### src/rtl/seg_pkg.sv
// seg_pkg -- shared constants and types for the seven-segment scan decoder.
//   SEG_0..SEG_9      : active-low {g,f,e,d,c,b,a} patterns for the ten digits
//   state_t           : scan/blank state of the frame collector
//   SETTLE_DEF        : default settle length (cycles)
//   BLANK_CYCLES_DEF  : default all-off length that declares blanking
//   bcd_to_bin()      : four BCD digits -> binary 0..9999
package seg_pkg;

    localparam int SETTLE_DEF       = 4;
    localparam int BLANK_CYCLES_DEF = 1024;

    localparam logic [6:0] SEG_0 = 7'h40;
    localparam logic [6:0] SEG_1 = 7'h79;
    localparam logic [6:0] SEG_2 = 7'h24;
    localparam logic [6:0] SEG_3 = 7'h30;
    localparam logic [6:0] SEG_4 = 7'h19;
    localparam logic [6:0] SEG_5 = 7'h12;
    localparam logic [6:0] SEG_6 = 7'h02;
    localparam logic [6:0] SEG_7 = 7'h78;
    localparam logic [6:0] SEG_8 = 7'h00;
    localparam logic [6:0] SEG_9 = 7'h10;

    typedef enum logic {
        SCAN  = 1'b0,
        BLANK = 1'b1
    } state_t;

    function automatic logic [13:0] bcd_to_bin(input logic [15:0] d);
        return 14'(d[15:12]) * 14'd1000 + 14'(d[11:8]) * 14'd100
             + 14'(d[7:4]) * 14'd10 + 14'(d[3:0]);
    endfunction

endpackage

### src/rtl/seg7_to_bcd.sv
// seg7_to_bcd -- combinational segment-pattern decoder.
//   seg   : active-low segments {g,f,e,d,c,b,a}
//   valid : pattern is one of the ten digit shapes
//   bcd   : decoded digit (0 when invalid)
module seg7_to_bcd
    import seg_pkg::*;
(
    input  logic [6:0] seg,
    output logic       valid,
    output logic [3:0] bcd
);

    always_comb begin
        valid = 1'b1;
        bcd   = 4'd0;
        case (seg)
            SEG_0: bcd = 4'd0;
            SEG_1: bcd = 4'd1;
            SEG_2: bcd = 4'd2;
            SEG_3: bcd = 4'd3;
            SEG_4: bcd = 4'd4;
            SEG_5: bcd = 4'd5;
            SEG_6: bcd = 4'd6;
            SEG_7: bcd = 4'd7;
            SEG_8: bcd = 4'd8;
            SEG_9: bcd = 4'd9;
            default: valid = 1'b0;
        endcase
    end

endmodule

### src/rtl/seg_scan_decoder.sv
// seg_scan_decoder -- recovers the number shown on a multiplexed 4-digit
// seven-segment display by watching its drive lines.
//   clk, rst_n  : clock, asynchronous active-low reset
//   seg, an     : active-low segment and digit-enable lines (an[3]=thousands)
//   digits      : last complete BCD frame {thousands,hundreds,tens,ones}
//   value       : binary value of digits
//   frame_valid : one-cycle pulse when digits/value load
//   stable      : last two loaded frames were identical
//   blanked     : display is in a long all-off interval
//   seg_err     : last attempted frame held an undecodable digit
module seg_scan_decoder
    import seg_pkg::*;
#(
    parameter int SETTLE       = SETTLE_DEF,
    parameter int BLANK_CYCLES = BLANK_CYCLES_DEF
) (
    input  logic        clk,
    input  logic        rst_n,
    input  logic [6:0]  seg,
    input  logic [3:0]  an,
    output logic [15:0] digits,
    output logic [13:0] value,
    output logic        frame_valid,
    output logic        stable,
    output logic        blanked,
    output logic        seg_err
);

    localparam int SW = $clog2(SETTLE + 1);
    localparam int BW = $clog2(BLANK_CYCLES + 1);
    localparam logic [SW-1:0] SETTLE_MAX = SW'(SETTLE);
    localparam logic [BW-1:0] BLANK_MAX  = BW'(BLANK_CYCLES);

    state_t         state;
    logic [6:0]     seg_q;
    logic [3:0]     an_q;
    logic [SW-1:0]  settle_cnt, settle_nxt;
    logic [BW-1:0]  blank_cnt, blank_nxt;
    logic           done;          // current an selection already captured
    logic [3:0]     mask, mask_nxt;
    logic [3:0][3:0] stage;
    logic [3:0]     stage_ok;

    logic           dec_valid;
    logic [3:0]     dec_bcd;
    logic           one_hot, an_chg, in_chg, capture, blank_hit, frame_rdy;
    logic [1:0]     pos;

    seg7_to_bcd u_dec (
        .seg   (seg),
        .valid (dec_valid),
        .bcd   (dec_bcd)
    );

    always_comb begin
        one_hot = 1'b1;
        pos     = 2'd0;
        case (an)
            4'b1110: pos = 2'd0;
            4'b1101: pos = 2'd1;
            4'b1011: pos = 2'd2;
            4'b0111: pos = 2'd3;
            default: one_hot = 1'b0;
        endcase
    end

    assign an_chg = (an != an_q);
    assign in_chg = an_chg || (seg != seg_q);

    // settle_cnt = number of consecutive cycles the current an/seg pair has
    // been held, counting this one; zero while no single digit is selected.
    always_comb begin
        if (!one_hot)                      settle_nxt = '0;
        else if (in_chg)                   settle_nxt = SW'(1);
        else if (settle_cnt == SETTLE_MAX) settle_nxt = settle_cnt;
        else                               settle_nxt = settle_cnt + 1'b1;
    end

    // A segment change under the same selection restarts settling but may not
    // capture the position a second time; only a new an selection re-arms it.
    assign capture = one_hot && (settle_nxt == SETTLE_MAX) && !(done && !an_chg);

    always_comb begin
        if (an != 4'hF)                   blank_nxt = '0;
        else if (blank_cnt == BLANK_MAX)  blank_nxt = blank_cnt;
        else                              blank_nxt = blank_cnt + 1'b1;
    end

    assign blank_hit = (state == SCAN) && (blank_nxt == BLANK_MAX);
    assign frame_rdy = (mask == 4'hF);

    always_comb begin
        mask_nxt = frame_rdy ? 4'h0 : mask;
        if (capture)   mask_nxt[pos] = 1'b1;
        if (blank_hit) mask_nxt = 4'h0;
    end

    // Gated by an so blanked drops in the very cycle scanning resumes,
    // not one cycle later when the state register catches up.
    assign blanked = (state == BLANK) && (an == 4'hF);

    always_ff @(posedge clk or negedge rst_n) begin
        if (!rst_n) begin
            state       <= SCAN;
            seg_q       <= 7'h7F;
            an_q        <= 4'hF;
            settle_cnt  <= '0;
            blank_cnt   <= '0;
            done        <= 1'b0;
            mask        <= 4'h0;
            stage       <= '0;
            stage_ok    <= 4'h0;
            digits      <= 16'h0;
            value       <= 14'd0;
            frame_valid <= 1'b0;
            stable      <= 1'b0;
            seg_err     <= 1'b0;
        end else begin
            seg_q       <= seg;
            an_q        <= an;
            settle_cnt  <= settle_nxt;
            blank_cnt   <= blank_nxt;
            mask        <= mask_nxt;
            frame_valid <= 1'b0;

            if (an_chg) done <= 1'b0;
            if (capture) begin
                stage[pos]    <= dec_bcd;
                stage_ok[pos] <= dec_valid;
                done          <= 1'b1;
            end

            if (frame_rdy) begin
                if (&stage_ok) begin
                    digits      <= stage;
                    value       <= bcd_to_bin(stage);
                    frame_valid <= 1'b1;
                    stable      <= (stage == digits);
                    seg_err     <= 1'b0;
                end else begin
                    seg_err <= 1'b1;
                    stable  <= 1'b0;
                end
            end

            case (state)
                SCAN:    if (blank_hit)   state <= BLANK;
                BLANK:   if (an != 4'hF)  state <= SCAN;
                default: state <= SCAN;
            endcase
        end
    end

endmodule

### config.mk
export PLATFORM = sky130hd
export DESIGN_NAME = seg_scan_decoder
export DESIGN_NICKNAME = d
export VERILOG_FILES = /design/src/rtl/seg_pkg.sv /design/src/rtl/seg7_to_bcd.sv /design/src/rtl/seg_scan_decoder.sv
export SDC_FILE = /design/constraint.sdc
export NUM_CORES = 1
export LEC_CHECK = 0
export BUFFER_PORTS_ARGS = -buffer_cell sky130_fd_sc_hd__buf_4
export CORE_ASPECT_RATIO = 0.7
export CORE_UTILIZATION = 51
export CTS_CLUSTER_DIAMETER = 30
export DETAILED_ROUTE_END_ITERATION = 8
export HOLD_SLACK_MARGIN = 0.02
export PLACE_DENSITY = 0.72
export SLEW_MARGIN = 20
export SYNTH_ARGS = -nofsm -noshare
export SYNTH_HDL_FRONTEND = slang
export SYNTH_SLANG_ARGS = --single-unit
### constraint.sdc
create_clock -name clk -period 6.05 [get_ports clk]
set_input_delay 0.3025 -clock clk [delete_from_list [all_inputs] [get_ports clk]]
set_output_delay 0.3025 -clock clk [all_outputs]
set_load 0.01 [all_outputs]
==> reports/results.tsv, run 1 <==
stage	metric	value	unit
outcome	status	finished clean	
finish	fin_cells	715	
global_routing	grt.met2_usage	0.319	
global_routing	grt_pass1_wl	19.0	mm
placement	dp.cells	699	
global_routing	grt-ovfl-total	0	
route	dr.pass1.iters	5	
flow_run	drv_cap	0	
global_routing	busiest_layer	met1	
yosys	synthesis.nets	623	
floorplan	dieArea	0.0112	mm^2
timing	setup_violations	0	
cts	cts_setup_buffers	0	
global_routing	grt_max_degree	84	
route	ant_nets	0	
route	via_per_inst	5.60	
global_routing	grt_use_total	0.220	
power	peakVddDrop	0.000149	V
cts	clock_latency	0.34	ns
finish	mostFrequentLayoutCells	nand2_1 (79), dfrtp_1 (72), ha_1 (54)	
route	wl_per_cell	16.1	um
floorplan	num_io_pins	47	
setup_path	path_class	flip-flop to flip-flop	
setup_path	cp-start-kind	flip-flop	
timing	maxSlewViolCount	0	
cts	cts_tree	yes	
yosys	yosysSeqAreaShare	0.382	
cts	hold_buffers	0	
yosys	synth_edf_count	0	
route	drc	0	
yosys	synth_ff_type	dfrtp_1	
yosys	async_reset_ff_frac	1.00	
yosys	synth.avg_cell_area	10.2	um^2
floorplan	std_cell_rows	31	
placement	place_congestion	0.853	
cts	clk_pin_slew	0.06	ns
global_routing	grt.met1_usage	0.326	
route	finalWirelength	11.5	mm
cts	cts_root_buf	clkbuf_16	
floorplan	fp.dieW	126	um
global_routing	met3_usage	0.0526	
route	via_count	4006	
timing	fin_crit_sh	0.854	
timing	tns	0	ns
yosys	synth_cell_types	59	
setup_path	path_max_fanout	8	
placement	hpwlAfterDp	8.69	mm
floorplan	core	0.0104	mm^2
cts	cts_buffers	9	
global_routing	antenna_found_initial	0	
power	power_density	187	mW/mm^2
timing	fin_crit	5.17	ns
finish	fill_cells	933	
yosys	syn-cell-area	0.00547	mm^2
placement	io_buffers	46	
finish	final_common_cell	nand2_1	
cts	h-tree-depth	3	
yosys	synth-seq-cells	83	
timing	worst_slew_pin_slew	0.811	ns
yosys	syn_inst	539	
cts	ctsResizeCount	0	
finish	drive_gt1_frac	0.154	
placement	pre_cts_slack	0.906	ns
timing	timing.fmax	194	MHz
timing	slew_headroom	0.454	
timing	fin_ws	0.885	ns
finish	final_nets	662	
cts	clockBufferDepth	2	
floorplan	die_y	88.7	um
floorplan	start_util	0.527	
timing	clock_skew	0.00539	ns
timing	hold_viol_final	0	
min_path	hold_path.class	input port to async pin	
finish	area_growth_syn_to_layout	13.2	%
setup_path	critPathArrivalTime	5.35	ns
route	drt-initial-drc-count	304	
finish	antenna_cells	0	
finish	fin_util	0.596	
cts	clock-sinks	83	
setup_path	endpoint_kind	flip-flop	
global_routing	grt_pass1_vias	3821	
yosys	ys_warn_count	0	
power	p_leak	3.17	nW
timing	rsz0062_at_grt	false	
setup_path	worstPathRequired	6.24	ns
==> final cells by class <==
type | instances | area (um^2) | share of cell area
Inverter | 41 | 154 | 0.0248
Clock inverter | 4 | 50.0 | 0.00808
Clock buffer | 12 | 246 | 0.0398
Multi-Input combinational cell | 397 | 3140 | 0.507
Tap cell | 132 | 165 | 0.0267
Timing Repair Buffer | 46 | 349 | 0.0563
Sequential cell | 83 | 2090 | 0.337
==> worst max-delay path: stages (launching register included) <==
cell      delay (ns)
dfrtp_1         0.50
fa_1            0.63
inv_1           0.11
fa_1            0.51
inv_1           0.04
ha_1            0.34
nor2b_1         0.16
o21ai_0         0.24
nand2_1         0.11
xnor2_1         0.14
ha_1            0.30
ha_1            0.30
ha_1            0.38
a21o_1          0.20
a211oi_1        0.36
mux2i_1         0.12
nor4_1          0.34
xnor2_1         0.16
o21ai_0         0.08
==> cell usage after synthesis, types with 11 or more instances <==
cell type / number / area share
xnor2_1: 30 / 0.048
a21oi_1: 12 / 0.011
dfstp_2: 11 / 0.053
nand3_1: 11 / 0.010
inv_1: 39 / 0.027
nand2_1: 79 / 0.054
ha_1: 54 / 0.12
xor2_1: 27 / 0.043
dfrtp_1: 72 / 0.33
nor2_1: 21 / 0.014
o21ai_0: 23 / 0.021
fa_1: 17 / 0.062
==> metal layers <==
| layer | up-vias | share of wire |
|---|---|---|
| li1 | 1926 | - |
| met1 | 1954 | 0.52 |
| met2 | 116 | 0.42 |
| met3 | 10 | 0.046 |
| met4 | 0 | 0.011 |
| met5 | - | 0 |
==> worst paths after layout <==
kind | depth (start not counted) | slack [ns] | from | endpoint
min reg2reg | 2 | 0.48 | value[2]$_DFFE_PN0P_ | value[2]$_DFFE_PN0P_
min | 1 | 0.009 | rst_n | blank_cnt[2]$_DFF_PN0_
max | 18 | 0.88 | stage[14]$_DFFE_PN0P_ | value[13]$_DFFE_PN0P_
min in group clk | 1 | 0.11 | an[0] | an_q[0]$_DFF_PN1_
max in group asynchronous | 1 | 5.53 | rst_n | stage[12]$_DFFE_PN0P_
max reg2reg | 18 | 0.88 | stage[14]$_DFFE_PN0P_ | value[13]$_DFFE_PN0P_
==> registers in the layout, summed over array words and instances, names as in the netlist, 3 cells and up <==
| name | flops |
|---|---|
| mask | 4 |
| stage | 16 |
| an_q | 4 |
| settle_cnt | 3 |
| stage_ok | 4 |
| blank_cnt | 11 |
| seg_q | 7 |
| value | 13 |
| digits | 16 |
==> through the flow <==
| stage | area [um^2] | hold slack [ns] | total power [mW] |
|---|---|---|---|
| detailed placement | 5900 | 0.456 | 0.627 |
| floorplan | 5470 | 0.00691 | 0.604 |
| global route | 6200 | 0.0500 | 1.20 |
| finish | 6200 | 0.00858 | 1.16 |
| global placement | 5900 | 0.455 | 0.624 |
| CTS | 6190 | 0.0969 | 1.18 |
==> where the power goes <==
group	total, mW	internal (mW)	switching [mW]
Combinational	0.0506	0.0174	0.0332
Sequential	0.566	0.563	0.00272
Clock	0.544	0.330	0.214
Total	1.16	0.911	0.250
==> cells by family after synthesis <==
kind of cell,share of synthesized area
and+or+nand+nor,0.154
buffers and inverters,0.0441
muxes,0.0485
AOI/OAI and AO/OA,0.0951
adders and majority gates,0.186
DFF,0.382
xor gates and xnor gates,0.0912
(Power assumes the default switching activity.)
==> inputs of run 2 (changes only) <==
--- a/config.mk
+++ b/config.mk
@@ -5,6 +5,7 @@
 export SDC_FILE = /design/constraint.sdc
 export NUM_CORES = 1
 export LEC_CHECK = 0
+export ABC_AREA = 1
 export BUFFER_PORTS_ARGS = -buffer_cell sky130_fd_sc_hd__buf_4
 export CORE_ASPECT_RATIO = 0.7
 export CORE_UTILIZATION = 51
==> run 2 against run 1 <==
  * The run now ends with negative hold slack left
  * Area after synthesis is 1.3% higher
  * Fmax up 11%
  * Cell count increased by 19%
  * Power is 1.3% higher
  * Routed wire length is 2.8% higher
  * Critical path depth down 1
  * Combinational power fell by 4.3%
  * Non-clock buffer count rose by 1
  * Core utilization grew 0.91 points
  * Largest power group unchanged
==> reports/results.tsv, run 2 <==
stage	metric	value	unit	change
route	via_per_inst	5.21		was 5.60
yosys	synthesis.nets	748		was 623
timing	tns	0	ns	unchanged
power	peakVddDrop	0.000144	V	was 0.000149 V
setup_path	path_common_cell	ha_1		unchanged
setup_path	crit_path_start	stage[14]$_DFFE_PN0P_		unchanged
finish	final_nets	798		was 662
yosys	synth.most_common_cell	nand2_1		unchanged
route	wl_per_cell	13.9	um	was 16.1 um
timing	worst_slew_pin_slew	0.973	ns	was 0.811 ns
flow_run	drv_cap	0		unchanged
global_routing	grt_max_degree	84		unchanged
setup_path	cp-endpoint	value[12]$_DFFE_PN0P_		was value[13]$_DFFE_PN0P_
power	power_density	185	mW/mm^2	was 187 mW/mm^2
yosys	syn-cell-area	0.00555	mm^2	was 0.00547 mm^2
finish	final_common_cell	nand2_1		unchanged
setup_path	reg2reg_to	value[12]$_DFFE_PN0P_		was value[13]$_DFFE_PN0P_
yosys	yosysSeqAreaShare	0.377		was 0.382
timing	clock_skew	0.0105	ns	was 0.00539 ns
finish	fill_cells	934		was 933
yosys	async_reset_ff_frac	1.00		unchanged
setup_path	rr_startpoint	stage[14]$_DFFE_PN0P_		unchanged
timing	setup_violations	0		unchanged
global_routing	grt-ovfl-total	0		unchanged
global_routing	grt_pass1_vias	4062		was 3821
placement	pre_cts_slack	1.48	ns	was 0.906 ns
placement	io_buffers	46		unchanged
cts	cts_tree	yes		unchanged
timing	rsz0062_at_grt	false		unchanged
power	p_total	1.18	mW	was 1.16 mW
cts	clk_pin_slew	0.07	ns	was 0.06 ns
cts	cts_setup_buffers	0		unchanged
setup_path	path_class	flip-flop to flip-flop		unchanged
floorplan	std_cell_rows	31		unchanged
timing	hold_viol_final	6		was 0
floorplan	start_util	0.530		was 0.527
yosys	ys_warn_count	0		unchanged
timing	fin_crit	4.65	ns	was 5.17 ns
finish	area_growth_syn_to_layout	14.3	%	was 13.2%
timing	fin_crit_sh	0.768		was 0.854
floorplan	core	0.0105	mm^2	was 0.0104 mm^2
placement	dpl_cell_area	0.00603	mm^2	was 0.00590 mm^2
finish	mostFrequentLayoutCells	nand2_1 (167), inv_1 (100), dfrtp_1 (72)		was nand2_1 (79), dfrtp_1 (72), ha_1 (54)
cts	cts_buffers	9		unchanged
min_path	hold_path.class	input port to async pin		unchanged
route	dr.pass1.iters	5		unchanged
setup_path	path_max_fanout	8		unchanged
setup_path	worstPathRequired	6.24	ns	about the same
finish	antenna_cells	0		unchanged
floorplan	num_io_pins	47		unchanged
outcome	status	complete, but fails checks		was finished clean
finish	drive_gt1_frac	0.134		was 0.154
timing	fin_ws	1.40	ns	was 0.885 ns
floorplan	dieArea	0.0113	mm^2	was 0.0112 mm^2
yosys	syn_inst	664		was 539
timing	maxSlewViolCount	0		unchanged
setup_path	r2r_setup_slack	1.40	ns	was 0.88 ns
cts	ctsResizeCount	0		unchanged
cts	clock_latency	0.34	ns	about the same
floorplan	die_y	89.3	um	was 88.7 um
setup_path	crit_chain	fa_1 > inv_1 > fa_1 > inv_1 > ha_1 > nand2_1 > o21ai_0 > xor2_1 > ha_1 > ha_1 > ha_1 > nand2_1 > nor3_1 > nand3_1 > nand3_1 > xor2_1 > o21ai_0		was fa_1 > inv_1 > fa_1 > inv_1 > ha_1 > nor2b_1 > o21ai_0 > nand2_1 > xnor2_1 > ha_1 > ha_1 > ha_1 > a21o_1 > a211oi_1 > mux2i_1 > nor4_1 > xnor2_1 > o21ai_0
yosys	synth_cell_types	40		was 59
cts	cts_root_buf	clkbuf_16		unchanged
global_routing	antenna_found_initial	0		unchanged
timing	slew_headroom	0.351		was 0.454
placement	hpwlAfterDp	8.90	mm	was 8.69 mm
route	finalWirelength	11.8	mm	was 11.5 mm
route	drc	0		unchanged
finish	reg_top3	digits x16, stage x16, value x13		unchanged
cts	clockBufferDepth	2		unchanged
global_routing	grt_use_total	0.222		was 0.220
yosys	synth.avg_cell_area	8.36	um^2	was 10.2 um^2
yosys	synth_area_leaders	dfrtp_1 (32%), ha_1 (12%), nand2_1 (11%)		was dfrtp_1 (33%), ha_1 (12%), fa_1 (6.2%)
global_routing	grt_pass1_wl	19.5	mm	was 19.0 mm
setup_path	critPathBufInv	2		unchanged
yosys	synth_top_cell_by_area	dfrtp_1		unchanged
setup_path	r2r_cells	17		was 18
yosys	synth-seq-cells	83		unchanged
yosys	yosysTopAreaCellShare	0.325		was 0.329
outcome	violations	negative hold slack		
cts	hold_buffers	0		unchanged
setup_path	critPathMaxStageDelay	0.63	ns	about the same
setup_path	cp-start-kind	flip-flop		unchanged
route	via_count	4437		was 4006
timing	timing.hold.ws	-0.0158	ns	was 0.00858 ns
cts	h-tree-depth	3		unchanged
cts	clock-sinks	83		unchanged
timing	timing.fmax	215	MHz	was 194 MHz
floorplan	fp.dieW	127	um	was 126 um
yosys	synth_ff_type	dfrtp_1		unchanged
setup_path	endpoint_kind	flip-flop		unchanged
setup_path	slowest_stage	fa_1		unchanged
route	drt-initial-drc-count	286		was 304
finish	design_area	0.00634	mm^2	was 0.00620 mm^2
yosys	synthTopCellsByCount	nand2_1 (167), inv_1 (100), dfrtp_1 (72)		was nand2_1 (79), dfrtp_1 (72), ha_1 (54)
setup_path	critPathArrivalTime	4.83	ns	was 5.35 ns
yosys	synth_edf_count	0		unchanged
power	p_leak	3.61	nW	was 3.17 nW
placement	place_congestion	0.875		was 0.853
setup_path	critical_path_depth	17		was 18
route	ant_nets	0		unchanged
setup_path	cp_top_family	adder cells		unchanged
## run 2: power by group
group | internal (mW) | switching [mW]
Sequential | 0.562 | 0.00252
Clock | 0.322 | 0.240
Combinational | 0.0150 | 0.0334
Total | 0.899 | 0.276
## run 2: kinds of logic (layout without fill, tap and decap cells)
kind of cell,count (synthesis),after routing,share of synthesized area
AO/OA/AOI/OAI,77,77,0.0762
XOR/XNOR,34,34,0.0537
adder cells (fa/ha/maj),71,71,0.183
buffers and inverters,112,167,0.0769
flip-flops,83,83,0.377
AND/OR/NAND/NOR,287,287,0.233
## run 2: worst reg2reg max path: cells and delay by family (launching register included)
| kind | cells | cell delay [ns] |
|---|---|---|
| fa+ha+maj | 6 | 2.44 |
| flops | 1 | 0.50 |
| buf+inv | 2 | 0.15 |
| xor+xnor | 2 | 0.36 |
| compound gates | 2 | 0.39 |
| simple gates | 5 | 0.64 |
## run 2: through the flow
stage	utilization	hold WS (ns)	std cells
2_1_floorplan	-	0.00691	664
3_3_place_gp	0.576	0.444	835
3_5_place_dp	0.576	0.446	835
4_1_cts	0.605	0.0887	851
5_1_grt	0.605	0.0781	851
6_report	0.605	-0.0158	851
## run 2: final cells by class
class | instances | area (um^2) | area share
multi-input combinational | 469 | 3030 | 0.478
sequential | 83 | 2090 | 0.330
inverter | 104 | 390 | 0.0616
timing repair buffer | 47 | 357 | 0.0563
clock buffer | 9 | 225 | 0.0355
tap | 132 | 165 | 0.0261
clock inverter | 7 | 77.6 | 0.0122
## run 2: worst min-delay path by stage
stage | startpoint | endpoint | slack, ns | cells past startpoint
final | rst_n | digits[12]$_DFFE_PN0P_ | -0.02 | 1
after global routing | rst_n | digits[12]$_DFFE_PN0P_ | 0.08 | 1
after CTS | seg[0] | seg_q[0]$_DFF_PN1_ | 0.09 | 1
after detailed placement | an[0] | an_q[0]$_DFF_PN1_ | 0.45 | 1
after global placement | an[0] | an_q[0]$_DFF_PN1_ | 0.44 | 1
after floorplan | rst_n | blank_cnt[0]$_DFF_PN0_ | 0.007 | 0
## run 2: metal layers
metal	share of wire	vias to the layer above	track usage
li1	-	2245	-
met1	0.52	2054	0.329
met2	0.41	127	0.336
met3	0.059	11	0.0467
met4	0.0094	0	0.0509
met5	0	-	0
==> inputs of run 3 (changes only) <==
--- a/config.mk
+++ b/config.mk
@@ -12,7 +12,7 @@
 export CTS_CLUSTER_DIAMETER = 30
 export DETAILED_ROUTE_END_ITERATION = 8
 export HOLD_SLACK_MARGIN = 0.02
-export PLACE_DENSITY = 0.72
+export PLACE_DENSITY = 0.74
 export SLEW_MARGIN = 20
 export SYNTH_ARGS = -nofsm -noshare
 export SYNTH_HDL_FRONTEND = slang
==> constraint.sdc (replaced) <==
create_clock -name clk -period 3.9 [get_ports clk]
set_input_delay 0.195 -clock clk [delete_from_list [all_inputs] [get_ports clk]]
set_output_delay 0.195 -clock clk [all_outputs]
set_load 0.01 [all_outputs]
==> run 3 against run 2 <==
  * Sequential share of layout area is 2.9 points lower
  * Routed wire length is 10% higher
  * Clock power is 60% higher
  * Worst hold slack better by 0.48 ns
  * Core utilization is 6.0 points higher
  * Die area stayed put
  * Global-route usage is 1.8 points higher
  * Critical path type unchanged
  * The flow now finishes without violations
==> reports/results.tsv, run 3 (synthesis results as in run 2) <==
stage	metric	value	unit	change
route	wl_per_cell	14.6	um	was 13.9 um
finish	antenna_cells	0		unchanged
setup_path	critPathArrivalTime	4.07	ns	was 4.83 ns
global_routing	grt-ovfl-total	0		unchanged
cts	cts_buffers	9		unchanged
power	power_frac_clock	0.483		was 0.478
timing	timing.hold.ws	0.463	ns	was -0.0158 ns
timing	timing.fmax	258	MHz	was 215 MHz
setup_path	worstPathRequired	4.09	ns	was 6.24 ns
finish	final_nets	839		was 798
setup_path	rr_startpoint	stage[14]$_DFFE_PN0P_		unchanged
setup_path	reg2reg_to	value[12]$_DFFE_PN0P_		unchanged
global_routing	grt_use_total	0.240		was 0.222
finish	mostFrequentLayoutCells	nand2_1 (163), inv_1 (93), buf_4 (74)		was nand2_1 (167), inv_1 (100), dfrtp_1 (72)
outcome	status	finished clean		was complete, but fails checks
floorplan	std_cell_rows	31		unchanged
route	drt-initial-drc-count	405		was 286
timing	worst_slew_pin_slew	0.984	ns	was 0.973 ns
floorplan	num_io_pins	47		unchanged
placement	hpwlAfterDp	9.14	mm	was 8.90 mm
cts	clock-sinks	83		unchanged
floorplan	fp.dieW	127	um	unchanged
floorplan	core	0.0105	mm^2	unchanged
floorplan	die_y	89.3	um	unchanged
power	p_leak	3.85	nW	was 3.61 nW
min_path	hold_path.class	input port to async pin		unchanged
power	power_density	267	mW/mm^2	was 185 mW/mm^2
finish	area_growth_syn_to_layout	25.5	%	was 14.3%
route	via_count	4707		was 4437
timing	setup_violations	0		unchanged
setup_path	path_max_fanout	4		was 8
cts	clockBufferDepth	2		unchanged
timing	maxSlewViolCount	0		unchanged
placement	io_buffers	46		unchanged
global_routing	grt_pass1_wl	21.1	mm	was 19.5 mm
flow_run	drv_cap	0		unchanged
power	switchingPower	0.400	mW	was 0.276 mW
finish	fill_cells	825		was 934
setup_path	path_class	flip-flop to flip-flop		unchanged
power	p_total	1.86	mW	was 1.18 mW
setup_path	r2r_cells	17		unchanged
global_routing	antenna_found_initial	0		unchanged
route	drc	0		unchanged
timing	hold_viol_final	0		was 6
finish	final_common_cell	nand2_1		unchanged
finish	design_area	0.00696	mm^2	was 0.00634 mm^2
cts	clk_pin_slew	0.06	ns	was 0.07 ns
placement	dpl_cell_area	0.00626	mm^2	was 0.00603 mm^2
power	seqPwrFrac	0.471		was 0.481
timing	rsz0062_at_grt	true		was false
finish	drive_gt1_frac	0.218		was 0.134
floorplan	start_util	0.530		unchanged
placement	place_congestion	0.841		was 0.875
setup_path	cp-start-kind	flip-flop		unchanged
power	intPower	1.46	mW	was 0.899 mW
cts	h-tree-depth	3		unchanged
timing	fin_crit_sh	0.994		was 0.768
timing	fin_crit	3.88	ns	was 4.65 ns
power	combPwrFrac	0.046		was 0.041
cts	clock_latency	0.34	ns	about the same
power	peakVddDrop	0.000348	V	was 0.000144 V
setup_path	r2r_setup_slack	0.02	ns	was 1.40 ns
global_routing	grt_max_degree	84		unchanged
global_routing	grt_pass1_vias	4470		was 4062
route	finalWirelength	13.0	mm	was 11.8 mm
timing	slew_headroom	0.343		was 0.351
route	via_per_inst	5.28		was 5.21
route	ant_nets	0		unchanged
power	p_sw_frac	0.215		was 0.235
route	dr.pass1.iters	5		unchanged
cts	cts_tree	yes		unchanged
cts	cts_root_buf	clkbuf_16		unchanged
floorplan	dieArea	0.0113	mm^2	unchanged
timing	clock_skew	0.00867	ns	was 0.0105 ns
finish	reg_top3	digits x16, stage x16, value x13		unchanged
setup_path	endpoint_kind	flip-flop		unchanged
==> run 3: cell types whose count changed in the layout (fill, tap and decap cells not counted), moves of 4 or more <==
cell / change
buf_4: +28
inv_1: -7
inv_2: +7
o21ai_2: +4
dlygate4sd3_1: +12
ha_1: -14
a21oi_2: +8
ha_4: +14
a21oi_1: -8
o21ai_0: -5
nand2_1: -4
==> run 3: per-layer routing <==
metal,GRT usage,vias up,share of wire
met1,0.336,2269,0.49
li1,-,2317,-
met5,0,-,0
met3,0.0437,16,0.037
met4,0.0660,0,0.011
met2,0.389,105,0.46
==> run 3: repair_timing <==
action                                  CTS  global route
pin swaps                                 9            28
hold buffers                             11             1
hold endpoints to repair                 11            72
buffers inserted                          4             5
gates cloned                              0             0
endpoints found under the setup margin    5             6
gates resized for setup                  13            31
==> run 3: how the worst max path moves through the flow <==
stage | start | end | slack, ns | cells after the start
after global placement | stage[13]$_DFFE_PN0P_ | value[10]$_DFFE_PN0P_ | -0.08 | 16
after global routing | stage[14]$_DFFE_PN0P_ | value[12]$_DFFE_PN0P_ | -0.15 | 17
after floorplan | stage[14]$_DFFE_PN0P_ | value[12]$_DFFE_PN0P_ | 0.02 | 17
after CTS | stage[15]$_DFFE_PN0P_ | value[12]$_DFFE_PN0P_ | 0.004 | 17
final | stage[14]$_DFFE_PN0P_ | value[12]$_DFFE_PN0P_ | 0.02 | 17
after detailed placement | stage[13]$_DFFE_PN0P_ | value[10]$_DFFE_PN0P_ | -0.18 | 16
==> run 3: layout make-up <==
cell class,count,area [um^2],share of cell area
clock buffers,11,233,0.0334
inverters,104,390,0.0561
repair buffers,88,698,0.100
clock inverters,5,77.6,0.0111
well taps,132,165,0.0237
flip-flops and latches,83,2090,0.300
multi-input cells,469,3310,0.475
==> run 3: critical path, cell delays in order, from the launching register on <==
cell and delay, ns:
dfrtp_2 0.43, fa_1 0.58, inv_2 0.05, fa_1 0.49, inv_2 0.05, ha_4 0.29
nand2_2 0.05, o21ai_2 0.17, xor2_1 0.16, ha_1 0.28, ha_4 0.23, ha_4 0.30
nand2_4 0.06, nor3_4 0.18, nand3_1 0.10, nand3_1 0.09, xor2_1 0.15, o21ai_1 0.07
==> run 3: metrics by stage <==
| stage | util | std cells | TNS (ns) | worst slack, ns |
|---|---|---|---|---|
| 5_1_grt | 0.665 | 892 | -0.410 | -0.149 |
| 3_3_place_gp | 0.598 | 855 | -0.277 | -0.0839 |
| 6_report | 0.665 | 892 | 0 | 0.0228 |
| 4_1_cts | 0.647 | 886 | 0 | 0.00387 |
| 3_5_place_dp | 0.598 | 855 | -0.672 | -0.181 |
| 2_1_floorplan | - | 664 | 0 | 0.0195 |
==> run 3: power groups by stage <==
stage	registers [mW]	logic, mW	clock network [mW]
after global placement	0.891	0.0730	0
after CTS	0.877	0.0855	0.919
after global routing	0.877	0.0969	0.946
after floorplan	0.891	0.0351	0
final	0.877	0.0854	0.901
after detailed placement	0.892	0.0760	0
